$ cat config.mk
export PLATFORM = sky130hd
export DESIGN_NAME = acs_path_metric_unit_flat
export DESIGN_NICKNAME = d
export VERILOG_FILES = /design/src/rtl/acs_path_metric_unit_if.sv /design/src/rtl/acs_path_metric_unit.sv /design/src/flat_wrapper.sv
export SDC_FILE = /design/constraint.sdc
export NUM_CORES = 1
export LEC_CHECK = 0
export ABC_AREA = 1
export CORE_ASPECT_RATIO = 1.4
export CORE_UTILIZATION = 35
export CTS_BUF_LIST = sky130_fd_sc_hd__clkbuf_8
export DETAILED_ROUTE_END_ITERATION = 12
export SYNTH_ARGS = -nofsm -noshare
export SYNTH_HDL_FRONTEND = slang
export SYNTH_SLANG_ARGS = --single-unit
export TNS_END_PERCENT = 100
$ cat constraint.sdc
create_clock -name clk -period 6.55 [get_ports clk]
set_input_delay 0.9825 -clock clk [delete_from_list [all_inputs] [get_ports clk]]
set_output_delay 0.9825 -clock clk [all_outputs]
set_load 0.01 [all_outputs]
$ cat src/rtl/acs_path_metric_unit_if.sv
// Symbol-in / decision-out bundle of the Viterbi add-compare-select stage.
// The slave modport is the ACS unit; the master modport is its environment.
interface acs_path_metric_unit_if #(
   parameter int PM_W = 6
);
   logic [1:0]      symbol;
   logic            sym_valid;
   logic            sym_sof;
   logic            sym_eof;
   logic            sym_ready;
   logic [3:0]      decision;
   logic [1:0]      best_state;
   logic [PM_W-1:0] best_pm;
   logic [15:0]     sym_cnt;
   logic            out_eof;
   logic            out_valid;
   logic            out_ready;

   modport master (
      output symbol, sym_valid, sym_sof, sym_eof, out_ready,
      input  sym_ready, decision, best_state, best_pm, sym_cnt, out_eof, out_valid
   );

   modport slave (
      input  symbol, sym_valid, sym_sof, sym_eof, out_ready,
      output sym_ready, decision, best_state, best_pm, sym_cnt, out_eof, out_valid
   );
endinterface

$ cat src/rtl/acs_path_metric_unit.sv
// Add-compare-select stage for the rate-1/2, K=3 (7,5) Viterbi decoder:
// four registered path metrics with normalisation and one survivor vector per symbol.
//
// state    | meaning
// ---------+------------------------------------------------------------
// ST_IDLE  | between frames; symbols without sof are accepted and dropped
// ST_RUN   | inside a frame; every accepted symbol runs one ACS step
module acs_path_metric_unit #(
   parameter int PM_W    = 6,
   parameter int INIT_PM = 8
) (
   input logic                    clk,
   input logic                    rst_n,
   acs_path_metric_unit_if.slave  bus
);
   localparam int CW = PM_W + 1;
   localparam logic [PM_W-1:0] INIT_V = PM_W'(INIT_PM);

   localparam logic [0:0] ST_IDLE = 1'b0;
   localparam logic [0:0] ST_RUN  = 1'b1;

   logic [0:0]      state_q;
   logic [PM_W-1:0] pm_q      [4];
   logic [PM_W-1:0] pm_base   [4];
   logic [CW-1:0]   cand_a    [4];
   logic [CW-1:0]   cand_b    [4];
   logic [CW-1:0]   pm_new    [4];
   logic [PM_W-1:0] pm_next   [4];
   logic [3:0]      dec_new;
   logic [1:0]      best_idx;
   logic [CW-1:0]   best_val;
   logic            norm;

   logic            out_valid_q;
   logic [3:0]      decision_q;
   logic [1:0]      best_state_q;
   logic [PM_W-1:0] best_pm_q;
   logic [15:0]     sym_cnt_q;
   logic            out_eof_q;

   logic            ready;
   logic            accept;
   logic            fire;

   // Hamming distance between the received pair and the code emitted when
   // input u leaves state p={s1,s0}: c0 = u^s1^s0 (G0=7), c1 = u^s0 (G1=5).
   function automatic logic [1:0] branch_metric(input logic [1:0] p, input logic u,
                                                input logic [1:0] sym);
      logic [1:0] diff;
      diff = sym ^ {u ^ p[1] ^ p[0], u ^ p[0]};
      return {1'b0, diff[1]} + {1'b0, diff[0]};
   endfunction

   assign ready  = ~out_valid_q | bus.out_ready;
   assign accept = bus.sym_valid & ready;
   assign fire   = accept & ((state_q == ST_RUN) | bus.sym_sof);

   always_comb begin
      for (int s = 0; s < 4; s++) begin
         if (bus.sym_sof)
            pm_base[s] = (s == 0) ? '0 : INIT_V;
         else
            pm_base[s] = pm_q[s];
      end

      // Next state n={u,x} is reached from {x,0} (A) or {x,1} (B); ties keep A.
      for (int n = 0; n < 4; n++) begin
         cand_a[n]  = {1'b0, pm_base[{n[0], 1'b0}]}
                    + CW'(branch_metric({n[0], 1'b0}, n[1], bus.symbol));
         cand_b[n]  = {1'b0, pm_base[{n[0], 1'b1}]}
                    + CW'(branch_metric({n[0], 1'b1}, n[1], bus.symbol));
         dec_new[n] = cand_b[n] < cand_a[n];
         pm_new[n]  = dec_new[n] ? cand_b[n] : cand_a[n];
      end

      best_idx = 2'd0;
      best_val = pm_new[0];
      for (int n = 1; n < 4; n++) begin
         if (pm_new[n] < best_val) begin
            best_idx = 2'(n);
            best_val = pm_new[n];
         end
      end

      // Subtracting half-range from every metric keeps all differences intact.
      norm = pm_new[0][PM_W-1] & pm_new[1][PM_W-1] & pm_new[2][PM_W-1] & pm_new[3][PM_W-1];
      for (int n = 0; n < 4; n++) begin
         pm_next[n] = pm_new[n][PM_W-1:0];
         if (norm)
            pm_next[n][PM_W-1] = 1'b0;
      end
   end

   always_ff @(posedge clk or negedge rst_n) begin
      if (!rst_n) begin
         state_q      <= ST_IDLE;
         pm_q[0]      <= '0;
         pm_q[1]      <= INIT_V;
         pm_q[2]      <= INIT_V;
         pm_q[3]      <= INIT_V;
         out_valid_q  <= 1'b0;
         decision_q   <= '0;
         best_state_q <= '0;
         best_pm_q    <= '0;
         sym_cnt_q    <= '0;
         out_eof_q    <= 1'b0;
      end else begin
         if (fire) begin
            for (int n = 0; n < 4; n++)
               pm_q[n] <= pm_next[n];
            out_valid_q  <= 1'b1;
            decision_q   <= dec_new;
            best_state_q <= best_idx;
            best_pm_q    <= best_val[PM_W-1:0];
            out_eof_q    <= bus.sym_eof;
            if (bus.sym_sof)
               sym_cnt_q <= '0;
            else if (sym_cnt_q != 16'hFFFF)
               sym_cnt_q <= sym_cnt_q + 16'd1;
            state_q <= bus.sym_eof ? ST_IDLE : ST_RUN;
         end else if (bus.out_ready) begin
            out_valid_q <= 1'b0;
         end
      end
   end

   assign bus.sym_ready  = ready;
   assign bus.out_valid  = out_valid_q;
   assign bus.decision   = decision_q;
   assign bus.best_state = best_state_q;
   assign bus.best_pm    = best_pm_q;
   assign bus.sym_cnt    = sym_cnt_q;
   assign bus.out_eof    = out_eof_q;
endmodule
$ cat src/flat_wrapper.sv
// flat-port wrapper written by rule: the top's interface ports become plain ports
module acs_path_metric_unit_flat 
#(
   parameter int PM_W    = 6,
   parameter int INIT_PM = 8
)
  (clk, rst_n, bus_symbol, bus_sym_valid, bus_sym_sof, bus_sym_eof, bus_out_ready, bus_sym_ready, bus_decision, bus_best_state, bus_best_pm, bus_sym_cnt, bus_out_eof, bus_out_valid);
  acs_path_metric_unit_if #(.PM_W(PM_W)) bus_i ();
  input logic clk;
  input logic rst_n;
  input wire logic [$bits(bus_i.symbol)-1:0] bus_symbol;
  input wire logic [$bits(bus_i.sym_valid)-1:0] bus_sym_valid;
  input wire logic [$bits(bus_i.sym_sof)-1:0] bus_sym_sof;
  input wire logic [$bits(bus_i.sym_eof)-1:0] bus_sym_eof;
  input wire logic [$bits(bus_i.out_ready)-1:0] bus_out_ready;
  output wire logic [$bits(bus_i.sym_ready)-1:0] bus_sym_ready;
  output wire logic [$bits(bus_i.decision)-1:0] bus_decision;
  output wire logic [$bits(bus_i.best_state)-1:0] bus_best_state;
  output wire logic [$bits(bus_i.best_pm)-1:0] bus_best_pm;
  output wire logic [$bits(bus_i.sym_cnt)-1:0] bus_sym_cnt;
  output wire logic [$bits(bus_i.out_eof)-1:0] bus_out_eof;
  output wire logic [$bits(bus_i.out_valid)-1:0] bus_out_valid;
  assign bus_i.symbol = bus_symbol;
  assign bus_i.sym_valid = bus_sym_valid;
  assign bus_i.sym_sof = bus_sym_sof;
  assign bus_i.sym_eof = bus_sym_eof;
  assign bus_i.out_ready = bus_out_ready;
  assign bus_sym_ready = bus_i.sym_ready;
  assign bus_decision = bus_i.decision;
  assign bus_best_state = bus_i.best_state;
  assign bus_best_pm = bus_i.best_pm;
  assign bus_sym_cnt = bus_i.sym_cnt;
  assign bus_out_eof = bus_i.out_eof;
  assign bus_out_valid = bus_i.out_valid;
  acs_path_metric_unit #(.PM_W(PM_W), .INIT_PM(INIT_PM)) u_core (.clk(clk), .rst_n(rst_n), .bus(bus_i));
endmodule
== Word level (Yosys, flattened, before mapping) ==
Index checks and enable logic that the tools add are counted.
Storage, ports and cells
  flip-flop bits (word level): 55
  input bits: 8
  output and inout bits: 31
  word-level logic and storage cells: 69
Operators by class
  $add $sub $neg: 13
  magnitude comparators: 7
  eq/ne operators: 1
  multiplexer cells: 23
  bitwise gates (word level): 11
  reductions and logical operators: 3
Operators by type and width (number)
  adder 6 x 2 -> 7 bit: 8
  less-than comparator 7 bit: 7
  2-to-1 mux 7 bit: 6
  2-to-1 mux 16 bit: 2
  2-to-1 mux 6 bit: 5
  adder 16 x 1 -> 16 bit, second input constant: 1
  inequality test 16 bit, second input constant: 1
  adder 1 x 1 -> 2 bit: 4
  2-to-1 mux 1 bit: 8
  AND 1 bit: 5
  2-to-1 mux 2 bit: 2
  nonzero test 2 bit: 2
  NOT 1 bit: 3
  NOT 2 bit: 1
  OR 1 bit: 2
  AND reduction 2 bit: 1

== Logic depth before layout (Yosys ltp) ==
Gate-level depths: netlist of the first run.
  word-level depth: 11
  mapped depth: 55

== Least setup slack after synthesis of the first run ==
No wires, ideal clock.
  path kind: input-to-reg
  start point: in bus_symbol[0]
  end point: reg u_core.best_pm_q[0], in the netlist u_core.bus.best_pm[0]
  library setup time: 0.118 ns
  arrival: 6.896 ns
  data required time: 6.432 ns
  path slack: -0.463 ns
  cell stages on the path: 41
  path buffers: 3
  path through: inv_1 -> ha_1 -> inv_1 -> ha_1 -> inv_1 -> a211oi_1 -> nand2_1 -> xor2_1 -> inv_2 -> ha_1 -> nand2_1 -> o211ai_1 -> clkbuf_1 -> nand2_1 -> o21ai_1 -> inv_2 -> ha_1 -> nor2_1 -> [... 5 more ...] -> nand2_1 -> o21ai_0 -> ha_1 -> nand2_1 -> inv_1 -> nand2_1 -> inv_2 -> a21oi_2 -> nand2_2 -> buf_2 -> o21ai_0 -> ha_1 -> a21oi_1 -> nor2_1 -> a211oi_1 -> nand3_1 -> nand3_1 -> nand2_1
On the way
  word-level cells in the longest chain between the ends: 11
  elaborated cells on any way between the ends: 28
  classes of those cells: 12 x add/sub; 7 x order compare; 7 x mux; 2 x bitwise
Ends and longest elaborated chain
  from (decl): RTL line flat_wrapper.sv:11  | input wire logic [$bits(bus_i.symbol)-1:0] bus_symbol;
  NOT 1 bit (no line) / NOT 2 bit (equally long branches)
  adder 1 x 1 -> 2 bit: RTL line acs_path_metric_unit.sv:51  | return {1'b0, diff[1]} + {1'b0, diff[0]};
  adder 6 x 2 -> 7 bit: RTL line acs_path_metric_unit.sv:71  | + CW'(branch_metric({n[0], 1'b1}, n[1], bus.symbol));
  less-than comparator 7 bit: RTL line acs_path_metric_unit.sv:72  | dec_new[n] = cand_b[n] < cand_a[n];
  2-to-1 mux 7 bit: RTL line acs_path_metric_unit.sv:73  | pm_new[n] = dec_new[n] ? cand_b[n] : cand_a[n];
  less-than comparator 7 bit: RTL line acs_path_metric_unit.sv:79  | if (pm_new[n] < best_val) begin
  2-to-1 mux 7 bit: RTL line acs_path_metric_unit.sv:79
  less-than comparator 7 bit: RTL line acs_path_metric_unit.sv:79
  2-to-1 mux 7 bit: RTL line acs_path_metric_unit.sv:79
  less-than comparator 7 bit: RTL line acs_path_metric_unit.sv:79
  2-to-1 mux 6 bit (*): RTL line acs_path_metric_unit.sv:79
  to (signal assigned): RTL line acs_path_metric_unit.sv:114  | best_pm_q <= best_val[PM_W-1:0];
  to (decl): RTL line acs_path_metric_unit.sv:37  | logic [PM_W-1:0] best_pm_q;
Mark *: on every way between the ends. The rest lies on a longest branch, timed or not.
A chain may end at the register's enable or synchronous reset.

== Worst setup path after layout of the first run ==
  start point: in bus_symbol[1]
  end point: reg u_core.best_pm_q[3], in the netlist u_core.bus.best_pm[3]
On the way
  word-level cells in the longest chain between the ends: 11
  elaborated cells on any way between the ends: 28
  classes of those cells: 12 x add/sub; 7 x order compare; 7 x mux; 2 x bitwise
Ends and longest elaborated chain (RTL line)
  NOT 1 bit (no line) / NOT 2 bit (equally long branches)
  adder 1 x 1 -> 2 bit: acs_path_metric_unit.sv:51
  adder 6 x 2 -> 7 bit (on tied branches): acs_path_metric_unit.sv:69, acs_path_metric_unit.sv:71
  less-than comparator 7 bit: acs_path_metric_unit.sv:72
  2-to-1 mux 7 bit: acs_path_metric_unit.sv:73
  less-than comparator 7 bit: acs_path_metric_unit.sv:79
  2-to-1 mux 7 bit: acs_path_metric_unit.sv:79
  less-than comparator 7 bit: acs_path_metric_unit.sv:79
  2-to-1 mux 7 bit: acs_path_metric_unit.sv:79
  less-than comparator 7 bit: acs_path_metric_unit.sv:79
  2-to-1 mux 6 bit (*): acs_path_metric_unit.sv:79
Marked as above.

==> summary.txt, run 1 <==
Run status
  – Status: completed

Placed design
  – Post-DP Area: 6520 um^2
  – Port bufs: 38
  – GPL Wtd Cong: 0.877
  – Placed insts: 1,075
  – Dpl hpwl: 11,500 um

Clock tree
  – Clock sinks: 55
  – Clock Tree Buf Depth: 2
  – CTS Root Cell: clkbuf_8
  – CTS Hold Buffers Added: 0
  – Total CTS buffers: 5
  – Worst-path clk slew: 100 ps
  – Worst skew pair latency: 330 ps
  – H-tree depth: 2
  – CTS tree: done

Drt
  – Routed Antenna Nets: 0
  – Drt initial violations: 199
  – Routed len/inst: 13.1 um
  – DR vias: 5,201
  – Routed vias/inst: 4.75
  – DRC Markers: 0
  – Initial DRT Pass Iterations: 4
  – Total Wirelength: 14,300 um

Logic synthesis
  – FFs w/ async S/R, synth: 100%
  – YS warnings: 0
  – Main combinational cell family by area after synthesis: simple AND/OR/NAND/NOR gates
  – Mapped cell area: 5000 um^2
  – Post-Synth Simple-Gate Area: 29.9%
  – Post-synthesis compound-gate area fraction: 13.1%
  – Ys flop type: dfrtp_1
  – Mux cell area share after synthesis: 0%
  – EDFF count, synth: 0
  – Adder-Cell Fraction of Synth Area: 14.3%
  – Yosys cell types: 38
  – Register bit count reported by yosys: 55
  – Synthesized net count: 805
  – Post-Synthesis Cells: 741
  – Register area share after synthesis: 27.6%
  – Mapped Avg Cell Area: 6.75 um^2
  – Synth Area in XOR/XNOR: 4.36%

Floorplanning
  – Initial Utilization: 35.9%
  – Die Ht: 143 um
  – Io pins: 39
  – Core Region: 13,900 um^2
  – Die width: 103 um
  – Die area: 14,800 um^2
  – Row cnt: 51

Setup path
  – Worst EP required: 6770 ps
  – Max Fanout on Critical Path: 7
  – Critical path class: primary input to flip-flop
  – Delay-heaviest family, CP: adder cells
  – Arr. time, crit path: 6420 ps
  – CP bufs+invs: 8
  – Worst setup path start: bus_symbol[1]
  – CP max-delay cell: fa_2
  – Crit start category: primary input
  – Reg2reg start: u_core.pm_q[12]
  – Max stage delay on crit path: 410 ps
  – Worst setup EP type: flip-flop
  – CP dominant cell by count: nand2_1

STA
  – Hold Slack: 483 ps
  – Fin crit share: 94.7%
  – F_max: 161 MHz
  – Final Hold Fails: 0
  – Worst Skew: 17.2 ps
  – Worst-Margin Slew: 747 ps
  – Max Slew Vio Count: 0
  – Min cycle time layout: 6200 ps
  – Endpoints failing setup: 0
  – Setup_tns: 0 ps
  – Relative slew slack: 50.2%

Job
  – Max_cap viols: 0

Min path
  – Worst hold-check path type: flip-flop to flip-flop
  – Hold Path Origin: u_core.bus.best_pm[1]

Cells and area
  – Most frequent cells in the layout: 202 x nand2_1, 133 x buf_4, 108 x inv_1
  – Cell area after layout: 6890 um^2
  – # diodes: 0
  – Multi-input gate area: 3340 um^2
  – Seq. cell area: 1380 um^2
  – Final #Nets: 972
  – Non-Filler Instances: 1,094
  – Layout cells sized above 1: 25.3%
  – Most common cell after layout, fill and taps aside: nand2_1
  – Syn-to-layout area delta: 37.9%
  – # fillers: 1,428

GRT
  – Initial antenna violation count: 0
  – Vias in the first global route: 5,061
  – First-pass GRT wire length: 23,700 um
  – GRT Total Usage: 20.8%
  – Largest net degree at the start of global routing: 56
  – Total grt overflow: 0
-- metrics by stage --
step / worst slack [ps] / util (%)
final: 348 / 49.5
after global routing: -27.0 / 49.5
after CTS: 3.99 / 48.2
after detailed placement: -707 / 46.9
after global placement: -614 / 46.9
after floorplan: 34.1 / -
-- worst reg2reg max path, delay by kind of cell (launching register included) --
kind	cells	cell delay, ps
compound gates	7	1000
buf+inv	7	660
simple gates	22	1600
flops	1	380
xor+xnor	1	170
fa+ha+maj	6	1720
-- per-layer routing --
metal	share of wire (%)	GRT usage, %	up-vias	wire length, um
li1	-	-	2706	-
met1	42	23.4	2399	5950
met2	53	39.2	66	7560
met3	1.8	1.36	30	262
met4	3.8	9.49	0	548
met5	0	0	-	0
-- synthesized netlist by cell type (3+ instances only) --
master    number  share of area [%]
o21a_1         5               0.75
a21oi_1       24                2.4
nand2_2        9                1.1
nand2_1      212                 16
inv_1        112                8.4
a211oi_1       4               0.60
nor3_1         7               0.70
clkbuf_1       9               0.68
nor2_1        45                3.4
o21ai_0       75                7.5
nand3_1       53                5.3
nand4_1        8                1.0
dfrtp_1       52                 26
buf_2          4               0.40
inv_2          9               0.68
nand3_2        4               0.80
ha_1          54                 14
xnor2_1        5               0.88
xor2_1        18                3.2
nor4_1         3               0.38
dfstp_2        3                1.6
-- flip-flops by register name, summed over array words and instances, names as in the netlist --
name and cells:
u_core.bus.out_eof 1, u_core.bus.best_state 2, u_core.bus.sym_cnt 16, u_core.state_q 1, u_core.pm_q 24, u_core.bus.decision 4, u_core.bus.best_pm 6, u_core.bus.out_valid 1
-- layout make-up --
class	instances	area share (%)
Multi-Input combinational cell	550	48.4
Timing Repair Buffer	173	20.1
Sequential cell	55	20.0
Inverter	123	6.77
Tap cell	185	3.36
Clock buffer	5	0.999
Clock inverter	3	0.290
-- final timing paths --
check,end,depth (start not counted),slack (ps)
worst max register to register,u_core.bus.best_pm[3],43,880
worst min register to register,u_core.bus.best_pm[1],2,480
worst max-delay path,u_core.bus.best_pm[3],44,350
min in group asynchronous,u_core.bus.best_pm[5],2,790
max in group asynchronous,u_core.bus.sym_cnt[5],2,5270
worst min-delay path,u_core.bus.best_pm[1],2,480
-- repair_timing --
item,in CTS,in global routing
endpoints found under the hold margin,0,0
setup buffers,2,7
setup endpoints to repair,8,8
pin swaps,7,23
cloned,2,0
resized for setup,24,54
-- kinds of logic after synthesis --
logic type | after synthesis
compound gates | 120
fa+ha+maj | 56
flops | 55
buf+inv | 138
simple gates | 348
xor+xnor | 24
Power of run 1 is left out: the tool's default activity adds up to more than one toggle a clock period on the data nets, which glitch-free logic cannot reach.
==> run 2, diff against run 1 <==
CTS_CLUSTER_DIAMETER = 30   (was default)
==> results of run 2 <==
The final DEF is identical to that of run 1; final timing and power are the same.
Power of run 2 is left out for the same reason.
==> run 3, diff against run 2 <==
CAP_MARGIN = 20   (was default)
CORE_ASPECT_RATIO = 1.1   (was 1.4)
==> summary.txt, run 3 (same netlist as run 1, synthesis figures left out) <==
Setup path
  – Delay-heaviest family, CP: simple AND/OR/NAND/NOR gates (was adder cells)
  – CP bufs+invs: 12 (was 8)
  – CP dominant cell by count: nand2_1 (unchanged)
  – Worst setup EP type: flip-flop (unchanged)
  – CP max-delay cell: ha_1 (was fa_2)
  – Number of cells on the critical path: 44 (unchanged)
  – Max stage delay on crit path: 320 ps (was 410 ps)
  – Worst reg2reg path depth: 44 (was 43)
  – Arr. time, crit path: 6480 ps (was 6420 ps)
  – Crit start category: primary input (unchanged)
  – Max Fanout on Critical Path: 7 (unchanged)
  – Worst EP required: 6780 ps (was 6770 ps)
  – Critical path class: primary input to flip-flop (unchanged)

Clock tree
  – Worst-path clk slew: 100 ps (about the same)
  – H-tree depth: 2 (unchanged)
  – CTS Root Cell: clkbuf_8 (unchanged)
  – Total CTS buffers: 5 (unchanged)
  – Clock sinks: 55 (unchanged)
  – Worst skew pair latency: 340 ps (was 330 ps)
  – Clock Tree Buf Depth: 2 (unchanged)
  – CTS tree: done (unchanged)

GRT
  – Total grt overflow: 0 (unchanged)
  – Largest net degree at the start of global routing: 56 (unchanged)
  – Initial antenna violation count: 0 (unchanged)
  – First-pass GRT wire length: 23,400 um (was 23,700 um)
  – Vias in the first global route: 4,880 (was 5,061)
  – GRT Total Usage: 20.2% (was 20.8%)

STA
  – Max Slew Vio Count: 0 (unchanged)
  – Worst-Margin Slew: 741 ps (was 747 ps)
  – Endpoints failing setup: 0 (unchanged)
  – RSZ-0062 raised after global routing: true
  – Relative slew slack: 50.6% (was 50.2%)
  – F_max: 160 MHz (was 161 MHz)
  – Hold Slack: 488 ps (was 483 ps)
  – Min cycle time layout: 6260 ps (was 6200 ps)
  – Fin crit share: 95.5% (was 94.7%)
  – Worst Skew: 22.5 ps (was 17.2 ps)
  – Final Hold Fails: 0 (unchanged)

Drt
  – Drt initial violations: 279 (was 199)
  – Routed Antenna Nets: 0 (unchanged)
  – DR vias: 5,235 (was 5,201)
  – Routed vias/inst: 4.70 (was 4.75)
  – Total Wirelength: 14,500 um (was 14,300 um)
  – DRC Markers: 0 (unchanged)
  – Initial DRT Pass Iterations: 4 (unchanged)
  – Routed len/inst: 13.0 um (was 13.1 um)

Placed design
  – Dpl hpwl: 11,200 um (was 11,500 um)
  – Port bufs: 38 (unchanged)
  – GPL Wtd Cong: 0.898 (was 0.877)
  – Placed insts: 1,087 (was 1,075)

Cells and area
  – Non-Filler Instances: 1,115 (was 1,094)
  – Final #Nets: 990 (was 972)
  – Most common cell after layout, fill and taps aside: nand2_1 (unchanged)
  – Most frequent cells in the layout: 201 x nand2_1, 147 x buf_4, 108 x inv_1 (was 202 x nand2_1, 133 x buf_4, 108 x inv_1)
  – Syn-to-layout area delta: 43.0% (was 37.9%)
  – # diodes: 0 (unchanged)
  – Largest Register: u_core.pm_q (unchanged)
  – Largest register FFs: 24 (unchanged)
  – Layout cells sized above 1: 27.9% (was 25.3%)

Floorplanning
  – Row cnt: 45 (was 51)
  – Initial Utilization: 36.1% (was 35.9%)
  – Io pins: 39 (unchanged)
  – Die Ht: 127 um (was 143 um)
  – Die area: 14,800 um^2 (about the same)
  – Die width: 116 um (was 103 um)
  – Core Region: 13,900 um^2 (about the same)

Run status
  – Status: completed (unchanged)

Job
  – Max_cap viols: 0 (unchanged)

Min path
  – Worst hold-check path type: flip-flop to flip-flop (unchanged)
  – Hold path depth: 2 (unchanged)
## run 3: final timing paths
check | start | endpoint | slack [ps]
worst min-delay path | u_core.bus.best_pm[3] | u_core.bus.best_pm[3] | 490
min in group asynchronous | rst_n | u_core.bus.sym_cnt[5] | 770
max in group asynchronous | rst_n | u_core.bus.best_pm[3] | 5270
worst min register to register | u_core.bus.best_pm[3] | u_core.bus.best_pm[3] | 490
worst max register to register | u_core.pm_q[12] | u_core.bus.best_pm[4] | 830
worst max-delay path | bus_sym_sof | u_core.bus.best_pm[4] | 290
## run 3: per-stage QoR
stage	setup TNS (ps)	area, um^2	utilization, %	setup slack (ps)
2_1_floorplan	0	5050	-	34.1
3_3_place_gp	-5080	6590	47.6	-647
3_5_place_dp	-5720	6590	47.6	-738
4_1_cts	0	6760	48.8	3.47
5_1_grt	-779	7150	51.6	-134
6_report	0	7150	51.6	295
## run 3: what timing repair did
| item | 4_1_cts | 5_1_grt |
|---|---|---|
| buffers inserted | 3 | 14 |
| endpoints found under the setup margin | 8 | 8 |
| hold buffers | 0 | 0 |
| cloned | 1 | 2 |
| pin swaps | 3 | 35 |
| resized for setup | 18 | 87 |
## run 3: metal layers
layer / share of wire [%] / vias up / global-route usage [%]
met5: 0 / - / 0
met4: 1.4 / 0 / 5.20
met3: 2.3 / 12 / 1.80
met2: 48 / 60 / 34.0
met1: 48 / 2413 / 27.7
li1: - / 2750 / -
## run 3: layout make-up
class | count | area (um^2)
Clock buffer | 5 | 68.8
Clock inverter | 3 | 25.0
Fill cell | 1411 | 6710
Inverter | 123 | 474
Multi-Input combinational cell | 550 | 3410
Sequential cell | 55 | 1380
Tap cell | 188 | 235
Timing Repair Buffer | 191 | 1560
## run 3: worst reg2reg max path: cells and delay by family, from the launching register on
| kind | cells | cell delay (ps) |
|---|---|---|
| AND/OR/NAND/NOR | 24 | 1900 |
| adder cells (fa/ha/maj) | 6 | 1730 |
| AO/OA/AOI/OAI | 7 | 920 |
| buffers and inverters | 6 | 540 |
| flip-flops | 1 | 380 |
| XOR/XNOR | 1 | 170 |
Power of run 3 is left out for the same reason.
==> RTL edit 1 (settings of run 3) <==
`PM_W` is set to 6 in 3 places; all go to 12.
--- a/src/rtl/acs_path_metric_unit_if.sv
+++ b/src/rtl/acs_path_metric_unit_if.sv
@@ -1,7 +1,7 @@
 // Symbol-in / decision-out bundle of the Viterbi add-compare-select stage.
 // The slave modport is the ACS unit; the master modport is its environment.
 interface acs_path_metric_unit_if #(
-   parameter int PM_W = 6
+   parameter int PM_W = 12
 );
    logic [1:0]      symbol;
    logic            sym_valid;
--- a/src/rtl/acs_path_metric_unit.sv
+++ b/src/rtl/acs_path_metric_unit.sv
@@ -6,7 +6,7 @@
 // ST_IDLE  | between frames; symbols without sof are accepted and dropped
 // ST_RUN   | inside a frame; every accepted symbol runs one ACS step
 module acs_path_metric_unit #(
-   parameter int PM_W    = 6,
+   parameter int PM_W    = 12,
    parameter int INIT_PM = 8
 ) (
    input logic                    clk,
--- a/src/flat_wrapper.sv
+++ b/src/flat_wrapper.sv
@@ -1,7 +1,7 @@
 // flat-port wrapper written by rule: the top's interface ports become plain ports
 module acs_path_metric_unit_flat 
 #(
-   parameter int PM_W    = 6,
+   parameter int PM_W    = 12,
    parameter int INIT_PM = 8
 )
   (clk, rst_n, bus_symbol, bus_sym_valid, bus_sym_sof, bus_sym_eof, bus_out_ready, bus_sym_ready, bus_decision, bus_best_state, bus_best_pm, bus_sym_cnt, bus_out_eof, bus_out_valid);
Ports: changed (resized bus_best_pm); port bits go from 39 to 45. The function was not compared with the original's and may differ.
==> RTL edit 1 against run 3 <==
- first-iteration DRC count up 130%
- die area grew 77%
- cell area grew 99%
- synthesized area grew 79%
- critical endpoint is now u_core.bus.best_pm[6]$_DFFE_PN0P_
- sequential cell count grew 30
- final cell count is 88% higher
- setup slack worse by 0.98 ns
- largest cell class unchanged
- the flow now finishes with violations (negative setup slack)
- wire length is 130% higher
- global-route usage grew 5.0 points
Power is not shown: default switching activity piles up to over one toggle a cycle in this logic, so the estimate is an artifact.
==> RTL edit 1: results (changes against run 3) <==
[place]
placed_area_um2 = 12490  ; +89%
portBuffers = 44  ; +16%
pre_cts_slack_ns = -1.882  ; -1.144 ns
place_hpwl_mm = 24.88  ; +120%
gp_congestion = 0.9975  ; +11%

[timing]
setup_viol = 14  ; +14
slew_headroom = 0.4771  ; -0.02863
tns_ns = -9.265  ; -9.265 ns
setup_ws_ns = -0.6877  ; -0.9822 ns

[logic_synthesis]
synthTopCellsByCount = 391 x nand2_1, 178 x inv_1, 133 x o21ai_0, 93 x nor2_1, 91 x ha_1
synth_nets = 1446  ; +80%
ys_seq_area_frac = 0.2387  ; -0.03735

[run_status]
violations = negative setup slack
status = finished, violations left

[setup_path]
critical_path_arrival_ns = 7.53  ; +1.05 ns
crit_top_cell = nand2_2
cpPeakStageDelay_ns = 0.30  ; -0.02 ns
path_max_fanout = 8  ; +1
r2r-start = u_core.pm_q[0]$_DFFE_PN0P_
rr_endpoint = u_core.bus.best_pm[6]$_DFFE_PN0P_
reg2reg_setup_slack_ns = -0.20  ; -1.03 ns

[cells_and_area]
largest_register_ffs = 48  ; +100%
layout.nets = 1879  ; +90%
fillCellCount = 2216  ; +57%
drive_gt1_frac = 0.3875  ; +0.1082

[clocking]
htree_num_levels = 3  ; +1
clk_latency_ns = 0.40  ; +0.06 ns

[route]
avgViaCountPerCell = 4.970  ; +5.9%
firstDrtPassIters = 5  ; +1

[hold_path]
hp-start = u_core.state_q$_DFFE_PN0P_
holdPathEnd = u_core.state_q$_DFFE_PN0P_

[grt]
grt_max_degree = 57  ; +1.8%

## RTL edit 1: cell type report
class                           count  area, um2  area share
Multi-Input combinational cell   1042       7053      0.4960
Timing Repair Buffer              452       3692      0.2596
Sequential cell                    85       2131      0.1498
Inverter                          188      728.2     0.05121
Tap cell                          310      387.9     0.02727
Clock buffer                        9      123.9    0.008710
Clock inverter                      7      105.1    0.007390
## RTL edit 1: cells by family after synthesis
family	count (synthesis)	share of synthesized area
flip-flops	85	0.2388
buffers and inverters	224	0.1011
adder cells (fa/ha/maj)	93	0.1321
XOR/XNOR	60	0.05888
AO/OA/AOI/OAI	203	0.1234
AND/OR/NAND/NOR	680	0.3459
## RTL edit 1: worst min-delay path, cell delays in order (launching register included)
cell and delay (ns):
dfrtp_1 0.36, nand2_1 0.05, nand2_1 0.05
## RTL edit 1: worst max-delay path by stage
stage	depth (start not counted)	start	end	slack (ns)
3_3_place_gp	50	bus_symbol[0]	u_core.bus.best_state[0]$_DFFE_PN0P_	-1.77
6_report	54	bus_symbol[0]	u_core.bus.best_pm[6]$_DFFE_PN0P_	-0.69
5_1_grt	53	bus_symbol[1]	u_core.bus.best_pm[6]$_DFFE_PN0P_	-0.97
3_5_place_dp	48	bus_symbol[0]	u_core.bus.best_state[0]$_DFFE_PN0P_	-1.88
4_1_cts	55	bus_symbol[1]	u_core.bus.best_pm[0]$_DFFE_PN0P_	-0.59
2_1_floorplan	56	bus_sym_sof	u_core.bus.best_pm[2]$_DFFE_PN0P_	-1.05
## RTL edit 1: metal layers
metal,global-route usage,share of wire,up-vias,wire length (um)
li1,-,-,5188,-
met1,0.3052,0.43,4919,14280
met2,0.4540,0.49,218,16320
met3,0.03090,0.033,78,1110
met4,0.1020,0.044,0,1455
met5,0,0,-,0
## RTL edit 1: what timing repair did
item,in CTS,in global routing
hold buffers,0,0
pin swaps,69,92
gates resized for setup,104,142
buffers inserted,37,13
cloned,7,0
setup endpoints to repair,14,14
## RTL edit 1: per-stage QoR
step | cells | util | hold WS, ns
2_1_floorplan | 1345 | - | 0.4437
3_3_place_gp | 2021 | 0.5040 | 0.4627
3_5_place_dp | 2021 | 0.5040 | 0.4632
4_1_cts | 2081 | 0.5442 | 0.4860
5_1_grt | 2093 | 0.5740 | 0.5151
6_report | 2093 | 0.5740 | 0.4883
==> RTL edit 2 (config.mk and constraints of run 3) <==
Without the edit above. Reset style: synchronous (`rst_n`), changed in one clocked block.
--- a/src/rtl/acs_path_metric_unit.sv
+++ b/src/rtl/acs_path_metric_unit.sv
@@ -91,7 +91,7 @@
       end
    end
 
-   always_ff @(posedge clk or negedge rst_n) begin
+   always_ff @(posedge clk) begin
       if (!rst_n) begin
          state_q      <= ST_IDLE;
          pm_q[0]      <= '0;
Behaviour: differs if rst_n is asserted again (counterexample within 4 cycles, from zero or initial values and one cycle with rst_n low); with rst_n held inactive, the same outputs for 4 cycles.
==> RTL edit 2 against run 3 <==
- hold slack worse by 0.030 ns
- critical endpoint is now u_core.bus.best_pm[1]$_SDFFE_PN0P_
- setup slack gained 0.052 ns
- count of clock-buffer cells in the layout unchanged
- sequential cell count unchanged
- synthesized cell count decreased by 3.2%
- die area is 2.0% higher
- wire length rose by 0.67%
- synthesized area up 2.0%
- cell area grew 1.8%
- critical path type unchanged
- clock skew is 0.013 ns lower
- critical path depth grew 5
- fmax up 0.83%
Power is left out: it rests on default switching activity, and per cell area and clock period it moved more than threefold.
==> RTL edit 2: results (changes against run 3) <==
[logic_synthesis]
synth_edf_count = 24  ; +24
synth_ff_type = dfxtp_1
ys_seq_area_frac = 0.2631  ; -0.01303
synth_nets = 781  ; -3.0%
synth.distinct_cells = 39  ; +2.6%
synthTopCellsByCount = 166 x nand2_1, 108 x inv_1, 67 x nor2_1, 54 x ha_1, 47 x o21ai_0
synth.area.top_cells = edfxtp_1 14%, ha_1 13%, nand2_1 12%
ys_async_sr_fraction = 0  ; -1.000

[run_status]
status = completed

[setup_path]
path_max_fanout = 8  ; +1
critical_path_arrival_ns = 6.47  ; about the same
critPathLaunch = bus_symbol[0]
r2r-start = u_core.pm_q[0][1]$_SDFFCE_PN0P_
cpPeakStageDelay_ns = 0.30  ; -0.02 ns

[grt]
grt_max_degree = 26  ; -54%
grt_pass1_wl_mm = 23.23  ; -0.79%
grt_pass1_vias = 4872  ; -0.16%
grt_use_total = 0.2000  ; -0.002191
busiest_layer = met2
grt_use_met1 = 0.2761  ; -0.0004650
met3_usage = 0.02449  ; +0.006467

[route]
met1_length_mm = 6.910  ; -1.6%
wl_met2_mm = 7.047  ; +1.0%
num_vias = 5129  ; -2.0%
met3_length_um = 568  ; +70%
initialDrtViolationCount = 233  ; -16%
routed_wl_mm = 14.63  ; +0.67%

[clocking]
postCtsSetupBuffers = 8  ; +5
cts_resized = 38  ; +20
numCtsBuffers = 5  ; unchanged
clk_latency_ns = 0.31  ; -0.03 ns

[place]
place_hpwl_mm = 11.48  ; +2.4%
gp_congestion = 0.8879  ; -1.2%

[timing]
slew_headroom = 0.4732  ; -0.03256
fin_skew_ns = 0.009034  ; -0.01349 ns

[hold_path]
hp-start = u_core.bus.best_pm[4]$_SDFFE_PN0P_

[cells_and_area]
drive_gt1_frac = 0.3237  ; +0.04430
layout.nets = 962  ; -2.8%

[floorplan]
die_x_um = 117.1  ; +0.98%

## RTL edit 2: cell types whose count changed after synthesis, sizes merged, moves of 4 or more
cell    delta
nand4      +4
a21oi      +5
o21ai     -28
inv        -6
nand2     -23
edfxtp    +24
clkbuf     -6
nor2      +21
xor2       +5
or2        +5
dfrtp     -52
dfxtp     +31
nor3       +7
## RTL edit 2: worst paths after layout
check | endpoint | slack, ns | cells past startpoint
min | u_core.bus.best_pm[4]$_SDFFE_PN0P_ | 0.46 | 2
max reg2reg | u_core.bus.best_pm[1]$_SDFFE_PN0P_ | 1.05 | 46
max | u_core.bus.best_pm[1]$_SDFFE_PN0P_ | 0.35 | 49
min reg2reg | u_core.bus.best_pm[4]$_SDFFE_PN0P_ | 0.46 | 2
## RTL edit 2: cell families after synthesis
| family | synth area share |
|---|---|
| xor+xnor | 0.04638 |
| flops | 0.2631 |
| buf+inv | 0.1063 |
| compound gates | 0.1050 |
| fa+ha+maj | 0.1404 |
| simple gates | 0.3389 |
## RTL edit 2: final cells by class
type	instances	area (um2)
inverter	116	450.4
clock buffer	5	68.82
multi-input combinational	536	3638
clock inverter	3	18.77
tap	188	235.2
sequential	55	1341
fill	1319	6744
timing repair buffer	184	1523
## RTL edit 2: metrics by stage
| step | cell area [um2] | std cells | setup slack [ns] | utilization | hold slack, ns |
|---|---|---|---|---|---|
| finish | 7276 | 1087 | 0.3463 | 0.5190 | 0.4577 |
| global route | 7276 | 1087 | 0.009815 | 0.5190 | 0.4658 |
| CTS | 6859 | 1076 | 0.004937 | 0.4892 | 0.4616 |
| detailed placement | 6590 | 1058 | -0.7317 | 0.4701 | 0.4424 |
| global placement | 6590 | 1058 | -0.6510 | 0.4701 | 0.4410 |
| floorplan | 5112 | 717 | 0.07284 | - | 0.4369 |
